### src/rtl/hazard_unit_mc.sv
// Pipeline hazard unit: load-use stalls, EX forwarding selects, memory-busy freeze with deferred branch flush.
// Optional build macro HAZ_PERF_CNT_EN adds saturating stall/flush performance counters.
module hazard_unit_mc #(
    parameter int REG_W           = 3,
    parameter int N_SRC           = 2,
    parameter int LOAD_USE_CYCLES = 1,
    parameter int CNT_W           = 16
) (
    input  logic                   clk,
    input  logic                   rst_n,
    input  logic                   branch_taken,
    input  logic                   mem_busy,
    input  logic [N_SRC*REG_W-1:0] id_rs,
    input  logic [N_SRC-1:0]       id_rs_valid,
    input  logic [REG_W-1:0]       ex_rd,
    input  logic                   ex_mem_read,
    input  logic                   ex_reg_write,
    input  logic [N_SRC*REG_W-1:0] ex_rs,
    input  logic [REG_W-1:0]       mem_rd,
    input  logic                   mem_reg_write,
    input  logic [REG_W-1:0]       wb_rd,
    input  logic                   wb_reg_write,
    output logic                   stall_fetch,
    output logic                   stall_decode,
    output logic                   pc_write,
    output logic                   bubble_ex,
    output logic                   freeze,
    output logic                   flush_fetch,
    output logic                   flush_decode,
`ifdef HAZ_PERF_CNT_EN
    output logic [CNT_W-1:0]       perf_stall_cnt,
    output logic [CNT_W-1:0]       perf_flush_cnt,
`endif
    output logic [2*N_SRC-1:0]     fwd_sel
);

    typedef enum logic [1:0] {
        RUN        = 2'd0,
        LU_STALL   = 2'd1,
        MEM_FREEZE = 2'd2
    } state_t;

    localparam logic [3:0] CNT_INIT = 4'(LOAD_USE_CYCLES - 1);

    state_t     state_r;
    state_t     ret_state_r;
    logic [3:0] cnt_r;
    logic       flush_pend_r;

    state_t     state_nxt_s;
    state_t     ret_state_nxt_s;
    state_t     eff_state_s;
    logic [3:0] cnt_nxt_s;
    logic       flush_pend_nxt_s;

    logic                lu_hit_s;
    logic                stall_s;
    logic                bubble_s;
    logic                freeze_s;
    logic                flush_s;
    logic [2*N_SRC-1:0]  fwd_s;

    // Load-use detection across every used decode-stage source
    always_comb begin
        lu_hit_s = 1'b0;
        for (int i = 0; i < N_SRC; i++) begin
            lu_hit_s = lu_hit_s | (id_rs_valid[i] & (id_rs[i*REG_W +: REG_W] == ex_rd));
        end
        lu_hit_s = lu_hit_s & ex_mem_read & ex_reg_write;
    end

    // Per-source forwarding select; the younger MEM result wins over WB
    always_comb begin
        fwd_s = '0;
        for (int i = 0; i < N_SRC; i++) begin
            if (mem_reg_write && (mem_rd == ex_rs[i*REG_W +: REG_W])) begin
                fwd_s[2*i +: 2] = 2'b01;
            end else if (wb_reg_write && (wb_rd == ex_rs[i*REG_W +: REG_W])) begin
                fwd_s[2*i +: 2] = 2'b10;
            end else begin
                fwd_s[2*i +: 2] = 2'b00;
            end
        end
    end

    // Control outputs and next state: mem_busy beats flush beats load-use
    always_comb begin
        stall_s          = 1'b0;
        bubble_s         = 1'b0;
        freeze_s         = 1'b0;
        flush_s          = 1'b0;
        state_nxt_s      = state_r;
        ret_state_nxt_s  = ret_state_r;
        cnt_nxt_s        = cnt_r;
        flush_pend_nxt_s = flush_pend_r;

        // Leaving a freeze without a pending flush resumes the interrupted state this same cycle
        if ((state_r == MEM_FREEZE) && !mem_busy && !flush_pend_r) begin
            eff_state_s = ret_state_r;
        end else begin
            eff_state_s = state_r;
        end

        case (eff_state_s)
            RUN: begin
                if (mem_busy) begin
                    freeze_s         = 1'b1;
                    stall_s          = 1'b1;
                    ret_state_nxt_s  = RUN;
                    flush_pend_nxt_s = branch_taken;
                    state_nxt_s      = MEM_FREEZE;
                end else if (branch_taken) begin
                    flush_s     = 1'b1;
                    state_nxt_s = RUN;
                end else if (lu_hit_s) begin
                    stall_s  = 1'b1;
                    bubble_s = 1'b1;
                    if (LOAD_USE_CYCLES > 1) begin
                        cnt_nxt_s   = CNT_INIT;
                        state_nxt_s = LU_STALL;
                    end else begin
                        state_nxt_s = RUN;
                    end
                end else begin
                    state_nxt_s = RUN;
                end
            end
            LU_STALL: begin
                if (mem_busy) begin
                    freeze_s         = 1'b1;
                    stall_s          = 1'b1;
                    ret_state_nxt_s  = LU_STALL;
                    flush_pend_nxt_s = branch_taken;
                    state_nxt_s      = MEM_FREEZE;
                end else if (branch_taken) begin
                    flush_s     = 1'b1;
                    cnt_nxt_s   = 4'd0;
                    state_nxt_s = RUN;
                end else begin
                    stall_s   = 1'b1;
                    bubble_s  = 1'b1;
                    cnt_nxt_s = cnt_r - 4'd1;
                    if (cnt_r <= 4'd1) begin
                        state_nxt_s = RUN;
                    end else begin
                        state_nxt_s = LU_STALL;
                    end
                end
            end
            MEM_FREEZE: begin
                if (mem_busy) begin
                    freeze_s         = 1'b1;
                    stall_s          = 1'b1;
                    flush_pend_nxt_s = flush_pend_r | branch_taken;
                    state_nxt_s      = MEM_FREEZE;
                end else begin
                    flush_s          = 1'b1;
                    flush_pend_nxt_s = 1'b0;
                    cnt_nxt_s        = 4'd0;
                    state_nxt_s      = RUN;
                end
            end
            default: begin
                state_nxt_s      = RUN;
                ret_state_nxt_s  = RUN;
                cnt_nxt_s        = 4'd0;
                flush_pend_nxt_s = 1'b0;
            end
        endcase
    end

    // Reset level masks the outputs so they settle without waiting for a clock edge
    assign stall_fetch  = rst_n & stall_s;
    assign stall_decode = rst_n & stall_s;
    assign pc_write     = ~stall_fetch;
    assign bubble_ex    = rst_n & bubble_s;
    assign freeze       = rst_n & freeze_s;
    assign flush_fetch  = rst_n & flush_s;
    assign flush_decode = rst_n & flush_s;
    assign fwd_sel      = rst_n ? fwd_s : '0;

    // FSM state registers
    always_ff @(posedge clk or negedge rst_n) begin
        if (!rst_n) begin
            state_r      <= RUN;
            ret_state_r  <= RUN;
            cnt_r        <= 4'd0;
            flush_pend_r <= 1'b0;
        end else begin
            state_r      <= state_nxt_s;
            ret_state_r  <= ret_state_nxt_s;
            cnt_r        <= cnt_nxt_s;
            flush_pend_r <= flush_pend_nxt_s;
        end
    end

`ifdef HAZ_PERF_CNT_EN
    // Saturating performance counters, cleared only by rst_n
    always_ff @(posedge clk or negedge rst_n) begin
        if (!rst_n) begin
            perf_stall_cnt <= '0;
            perf_flush_cnt <= '0;
        end else begin
            if (stall_fetch && (perf_stall_cnt != {CNT_W{1'b1}})) begin
                perf_stall_cnt <= perf_stall_cnt + 1'b1;
            end else begin
                perf_stall_cnt <= perf_stall_cnt;
            end
            if (flush_fetch && (perf_flush_cnt != {CNT_W{1'b1}})) begin
                perf_flush_cnt <= perf_flush_cnt + 1'b1;
            end else begin
                perf_flush_cnt <= perf_flush_cnt;
            end
        end
    end
`endif

endmodule
### config.mk
export PLATFORM = sky130hd
export DESIGN_NAME = hazard_unit_mc
export DESIGN_NICKNAME = d
export VERILOG_FILES = /design/src/rtl/hazard_unit_mc.sv
export SDC_FILE = /design/constraint.sdc
export NUM_CORES = 1
export LEC_CHECK = 0
export CORE_UTILIZATION = 38
export CTS_BUF_LIST = sky130_fd_sc_hd__clkbuf_16
export DETAILED_ROUTE_END_ITERATION = 6
export PLACE_DENSITY = 0.9
export SLEW_MARGIN = 0
export SYNTH_ARGS = -nofsm -noshare
export SYNTH_HDL_FRONTEND = slang
export SYNTH_SLANG_ARGS = --single-unit
### constraint.sdc
create_clock -name clk -period 2.2 [get_ports clk]
set_input_delay 0.44 -clock clk [delete_from_list [all_inputs] [get_ports clk]]
set_output_delay 0.44 -clock clk [all_outputs]
set_load 0.01 [all_outputs]
======== Yosys cells after proc, flatten, opt, wreduce, memory -nomap -nowiden ========
Index checks and enable logic that the tools add are counted.
operators by class
  equal/unequal tests ..................... 14
  $add $sub $neg .......................... 1
  bitwise logic cells ..................... 13
  reductions and logical operators ........ 14
  $lt $le $gt $ge ......................... 1
  multiplexer cells ....................... 36
operators with widths
  operator                                                                  count
  3-bit equality test                                                       6
  2-bit two-way mux                                                         9
  1-bit two-way mux                                                         16
  4-bit two-way mux                                                         4
  4-bit one-hot mux with 3 select lines                                     1
  1-bit bitwise AND                                                         8
  2-bit inequality test (second input constant)                             4
  1-bit logical AND                                                         6
  1-bit one-hot mux with 2 select lines                                     3
  2-bit one-hot mux with 3 select lines                                     1
  3-bit AND reduction                                                       2
  2-bit equality test (second input constant)                               2
  4-bit by 1-bit <= comparator with 1-bit output (second input constant)    1
  2-bit one-hot mux with 2 select lines                                     1
  2-bit OR reduction                                                        2
  4-bit by 1-bit subtractor with 4-bit output (second input constant)       1
  1-bit NOT                                                                 3
  1-bit one-hot mux with 3 select lines                                     1
  3-bit OR reduction                                                        1
  2-bit by 1-bit equality test with 1-bit output (second input constant)    1
  1-bit zero test                                                           2
  2-bit zero test                                                           1
  2-bit by 1-bit inequality test with 1-bit output (second input constant)  1
  1-bit bitwise OR                                                          2
word-level totals
  word-level logic and storage cells ...... 83
  bits of input ports ..................... 31
  output and inout bits ................... 11
  register bits after elaboration ......... 9

======== Logic depth before layout (Yosys ltp) ========
  depth in word-level cells ............... 11
  depth in mapped cells ................... 6

======== Least setup slack after synthesis ========
Ideal clock, no wire load.
  kind .................................... in2out
  start point ............................. input port id_rs[2]
  end point ............................... output port stall_fetch
  path slack .............................. 0.116 ns
  cell stages on the path ................. 5
  arrival ................................. 1.644 ns
  path buffers ............................ 1
  data required time ...................... 1.760 ns
  cells stage by stage .................... xor2_1 or4_1 o211a_1 o21ai_1 buf_4
on the way
  longest elaborated chain between the ends .. 10
RTL lines
  item                                   line  RTL
  start: declaration                     13    input logic [N_SRC*REG_W-1:0] id_rs,
  3-bit equality test                    67    lu_hit_s = lu_hit_s | (id_rs_valid[i] & (id_rs[i*REG_W +: REG_W] == ex_rd));
  1-bit bitwise AND                      67
  1-bit bitwise OR                       67
  1-bit bitwise AND (2 in series)        69    lu_hit_s = lu_hit_s & ex_mem_read & ex_reg_write;
  1-bit two-way mux                      115   end else if (lu_hit_s) begin
  1-bit two-way mux                      112   end else if (branch_taken) begin
  1-bit two-way mux                      106   if (mem_busy) begin
  1-bit one-hot mux with 3 select lines  104   case (eff_state_s)
  1-bit bitwise AND                      -
  end: declaration                       23    output logic stall_fetch,
Every way passes these cells.

======== Final worst setup path ========
  start point ............................. input port mem_rd[0]
  end point ............................... output port fwd_sel[2]
on the way
  longest elaborated chain between the ends .. 4
RTL lines
  item                 line  RTL
  start: declaration   19    input logic [REG_W-1:0] mem_rd,
  3-bit equality test  76    if (mem_reg_write && (mem_rd == ex_rs[i*REG_W +: REG_W])) begin
  1-bit logical AND    76
  2-bit two-way mux    76
  4-bit two-way mux    180   assign fwd_sel = rst_n ? fwd_s : '0;
  end: declaration     34    output logic [2*N_SRC-1:0] fwd_sel
Every way passes these cells.

==> impl_metrics.toml <==
[critical_path]
crit_fanout = 2
cp.arrival_ns = 1.72
path_delay_family = "buffers and inverters"
cp_slowest_cell = "clkdlybuf4s50_1"
path_cells = "clkdlybuf4s50_1, xor2_1, nor2_1, and4_1, dlygate4sd2_1"
end_kind = "output pin"
crit_required_ns = 1.76
critPathLaunch = "mem_rd[0]"
slowest_delay_ns = 0.46
critical_path_buf_inv_count = 2
path_class = "in2out"
timing.rr.start = "state_r[1]$_DFF_PN0_"
worstSetupStartpointType = "primary input"

[die]
core_area_um2 = 1780
pin_count = 42
dieArea_um2 = 2140
fp-row-count = 15
start_util_pct = 41.8
fp.dieW_um = 46.3
die_h_um = 46.3

[detailed_routing]
vias = 866
viasPerCell = 4.98
wl_per_cell_um = 13.0
drt_iter0_drc = 17
postRouteAntennaNets = 0
drt-met1-wl_um = 897
drc = 0
wirelength_mm = 2.26
wl_met3_um = 111
met2RoutedLength_mm = 1.23
highest_layer = "met4"
firstDrtPassIters = 5

[final_layout]
fin_area_um2 = 1310
nets = 184
antenna_cells = 0
layout_common_cells = "dlygate4sd2_1 (17), buf_4 (16), xnor2_1 (10), clkdlybuf4s50_1 (10)"
layout-drive-gt1-share_pct = 22.1
final_common_cell = "dlygate4sd2_1"
area_growth_syn_to_layout_pct = 76.1

[clock_network]
cts_buffer_depth = 2
insertion_delay_ns = 0.23
numCtsBuffers = 3
cts.sinks = 8
cts_tree = "yes"
path_clk_slew_ns = 0.04
h-tree-depth = 1
clockRootBuffer = "clkbuf_16"
ctsHoldBuffers = 0

[synthesis]
syn_nets = 126
synthSimpleGateAreaFrac_pct = 24.9
synth_area_um2 = 744
yosys.area_share.xor_xnor_pct = 22.4
synth_fa_ha_area_share_pct = 3.36
synth-compound-area-share_pct = 15.6
synthMuxAreaShare_pct = 0
postSynthAreaPerCell_um2 = 8.00
ys_seq_area_share_pct = 26.9
ys_seq_elements = 8
ys_types = 34
synthCells = 93
ys_warn_count = 0
synth_top_family_by_area = "simple AND/OR/NAND/NOR gates"

[timing]
setup_viol = 0
tightest_slew_ns = 0.421
hold_ws_ns = 0.502
fmax_mhz = 463
finalMaxSlewViolations = 0
hold_viol = 0
maxSlewHeadroom_pct = 71.7
period_needed_ns = 2.16
fin_crit_sh_pct = 98.1
skew_ns = 0.00135
rsz0062_at_grt = "false"

[power]
pwr-share-clk_pct = 49.3
ir_drop_mv = 0.980
p_seq_share_pct = 25.3
swShare_pct = 21.8
fin_total_pwr_mw = 0.606
power_density_nw_per_um2 = 462
p_leak_nw = 0.658
p_int_mw = 0.474
power.net_switching_mw = 0.132
p_comb_share_pct = 25.4

[status]
status = "finished clean"

[global_routing]
grt_max_degree = 10
grt-ovfl-total = 0
grt_pass1_vias = 877
antenna_found_initial = 0
grt_use_total_pct = 23.3
grt_pass1_wl_mm = 3.50

[hold_path]
hp-class = "in2async"

[placed_design]
gp_congestion = 0.712
place_area_um2 = 1260
hpwl_mm = 1.83
io_buffer_count = 41

[run]
drv_cap = 0
==> synthesized netlist by cell type, drive strengths merged <==
| cell type | number | share of area, % |
|---|---|---|
| or2 | 1 | 0.84 |
| nand4 | 2 | 1.7 |
| dfrtp | 8 | 27 |
| nand2 | 9 | 4.5 |
| o21bai | 1 | 1.0 |
| xnor2 | 10 | 12 |
| a31oi | 2 | 1.7 |
| a21o | 1 | 1.0 |
| nand2b | 1 | 0.84 |
| o31ai | 2 | 2.0 |
| nor3b | 1 | 1.0 |
| a21oi | 2 | 1.3 |
| o21a | 1 | 1.0 |
| nor2b | 2 | 1.7 |
| buf | 4 | 3.4 |
| nor2 | 6 | 3.0 |
| ha | 2 | 3.4 |
| nor3 | 4 | 2.7 |
| or4 | 2 | 2.0 |
| o22ai | 1 | 0.84 |
| a211oi | 1 | 1.0 |
| and2 | 1 | 0.84 |
| clkbuf | 1 | 0.50 |
| nor4bb | 1 | 1.3 |
| a22oi | 1 | 1.0 |
| nand3 | 3 | 2.0 |
| o211a | 1 | 1.3 |
| and4 | 1 | 1.2 |
| inv | 6 | 3.0 |
| nor4b | 1 | 1.2 |
| o21ai | 5 | 3.4 |
| xor2 | 9 | 11 |
==> stage by stage <==
stage / TNS [ns] / cells / worst slack [ns] / util (%)
final: 0 / 174 / 0.0416 / 73.5
after global placement: -4.32 / 168 / -0.625 / 70.8
after detailed placement: -4.67 / 168 / -0.682 / 70.8
after floorplan: 0 / 93 / 0.116 / -
after CTS: 0 / 174 / 0.00493 / 73.5
after global routing: 0 / 174 / 0.00566 / 73.5
==> timing repair <==
item | CTS | global route
pin swaps | 5 | 9
endpoints found under the hold margin | 0 | 0
gates resized for setup | 52 | 10
setup endpoints to repair | 11 | 5
setup buffers | 3 | 0
cloned | 0 | 0
==> kinds of logic (layout without fill, tap and decap cells) <==
group / after synthesis / count (layout)
AND/OR/NAND/NOR: 35 / 35
XOR/XNOR: 19 / 19
AO/OA/AOI/OAI: 18 / 18
buffers and inverters: 11 / 67
flip-flops: 8 / 8
adder cells (fa/ha/maj): 2 / 2
==> registers in the layout, summed over array words and instances (netlist names) <==
signal,count
cnt_r,4
state_r,2
flush_pend_r,1
ret_state_r,1
==> worst min-delay path: stages <==
cell and delay (ns):
dlygate4sd2_1 0.25, buf_6 0.12, buf_4 0.12, buf_4 0.12
==> metal layers <==
metal	GRT usage, %	vias up
met1	25.2	399
met5	0	-
li1	-	436
met4	12.4	0
met2	44.5	29
met3	1.18	2
==> final cells by class <==
| class | count | area [um2] |
|---|---|---|
| multi-input cells | 74 | 502 |
| repair buffers | 58 | 480 |
| fillers | 155 | 472 |
| flip-flops and latches | 8 | 200 |
| clock buffers | 3 | 75.1 |
| well taps | 25 | 31.3 |
| inverters | 6 | 22.5 |
==> power by group through the flow <==
stage	registers (mW)	clock network [mW]	logic [mW]
floorplan	0.154	0	0.0593
global placement	0.155	0	0.162
detailed placement	0.155	0	0.167
CTS	0.153	0.304	0.156
global route	0.154	0.315	0.168
finish	0.153	0.298	0.154
==> path summary, 6_finish.rpt <==
path / cells after the start / endpoint / slack (ns)
setup reg to reg: 5 / cnt_r[2]$_DFFE_PN0P_ / 0.77
setup / recovery: 5 / fwd_sel[2] / 0.04
hold reg to reg: 2 / cnt_r[1]$_DFFE_PN0P_ / 0.52
min in group clk: 2 / cnt_r[1]$_DFFE_PN0P_ / 0.52
max in group asynchronous: 4 / cnt_r[1]$_DFFE_PN0P_ / 1.56
hold / removal: 4 / state_r[1]$_DFF_PN0_ / 0.50
(Power assumes the default switching activity.)
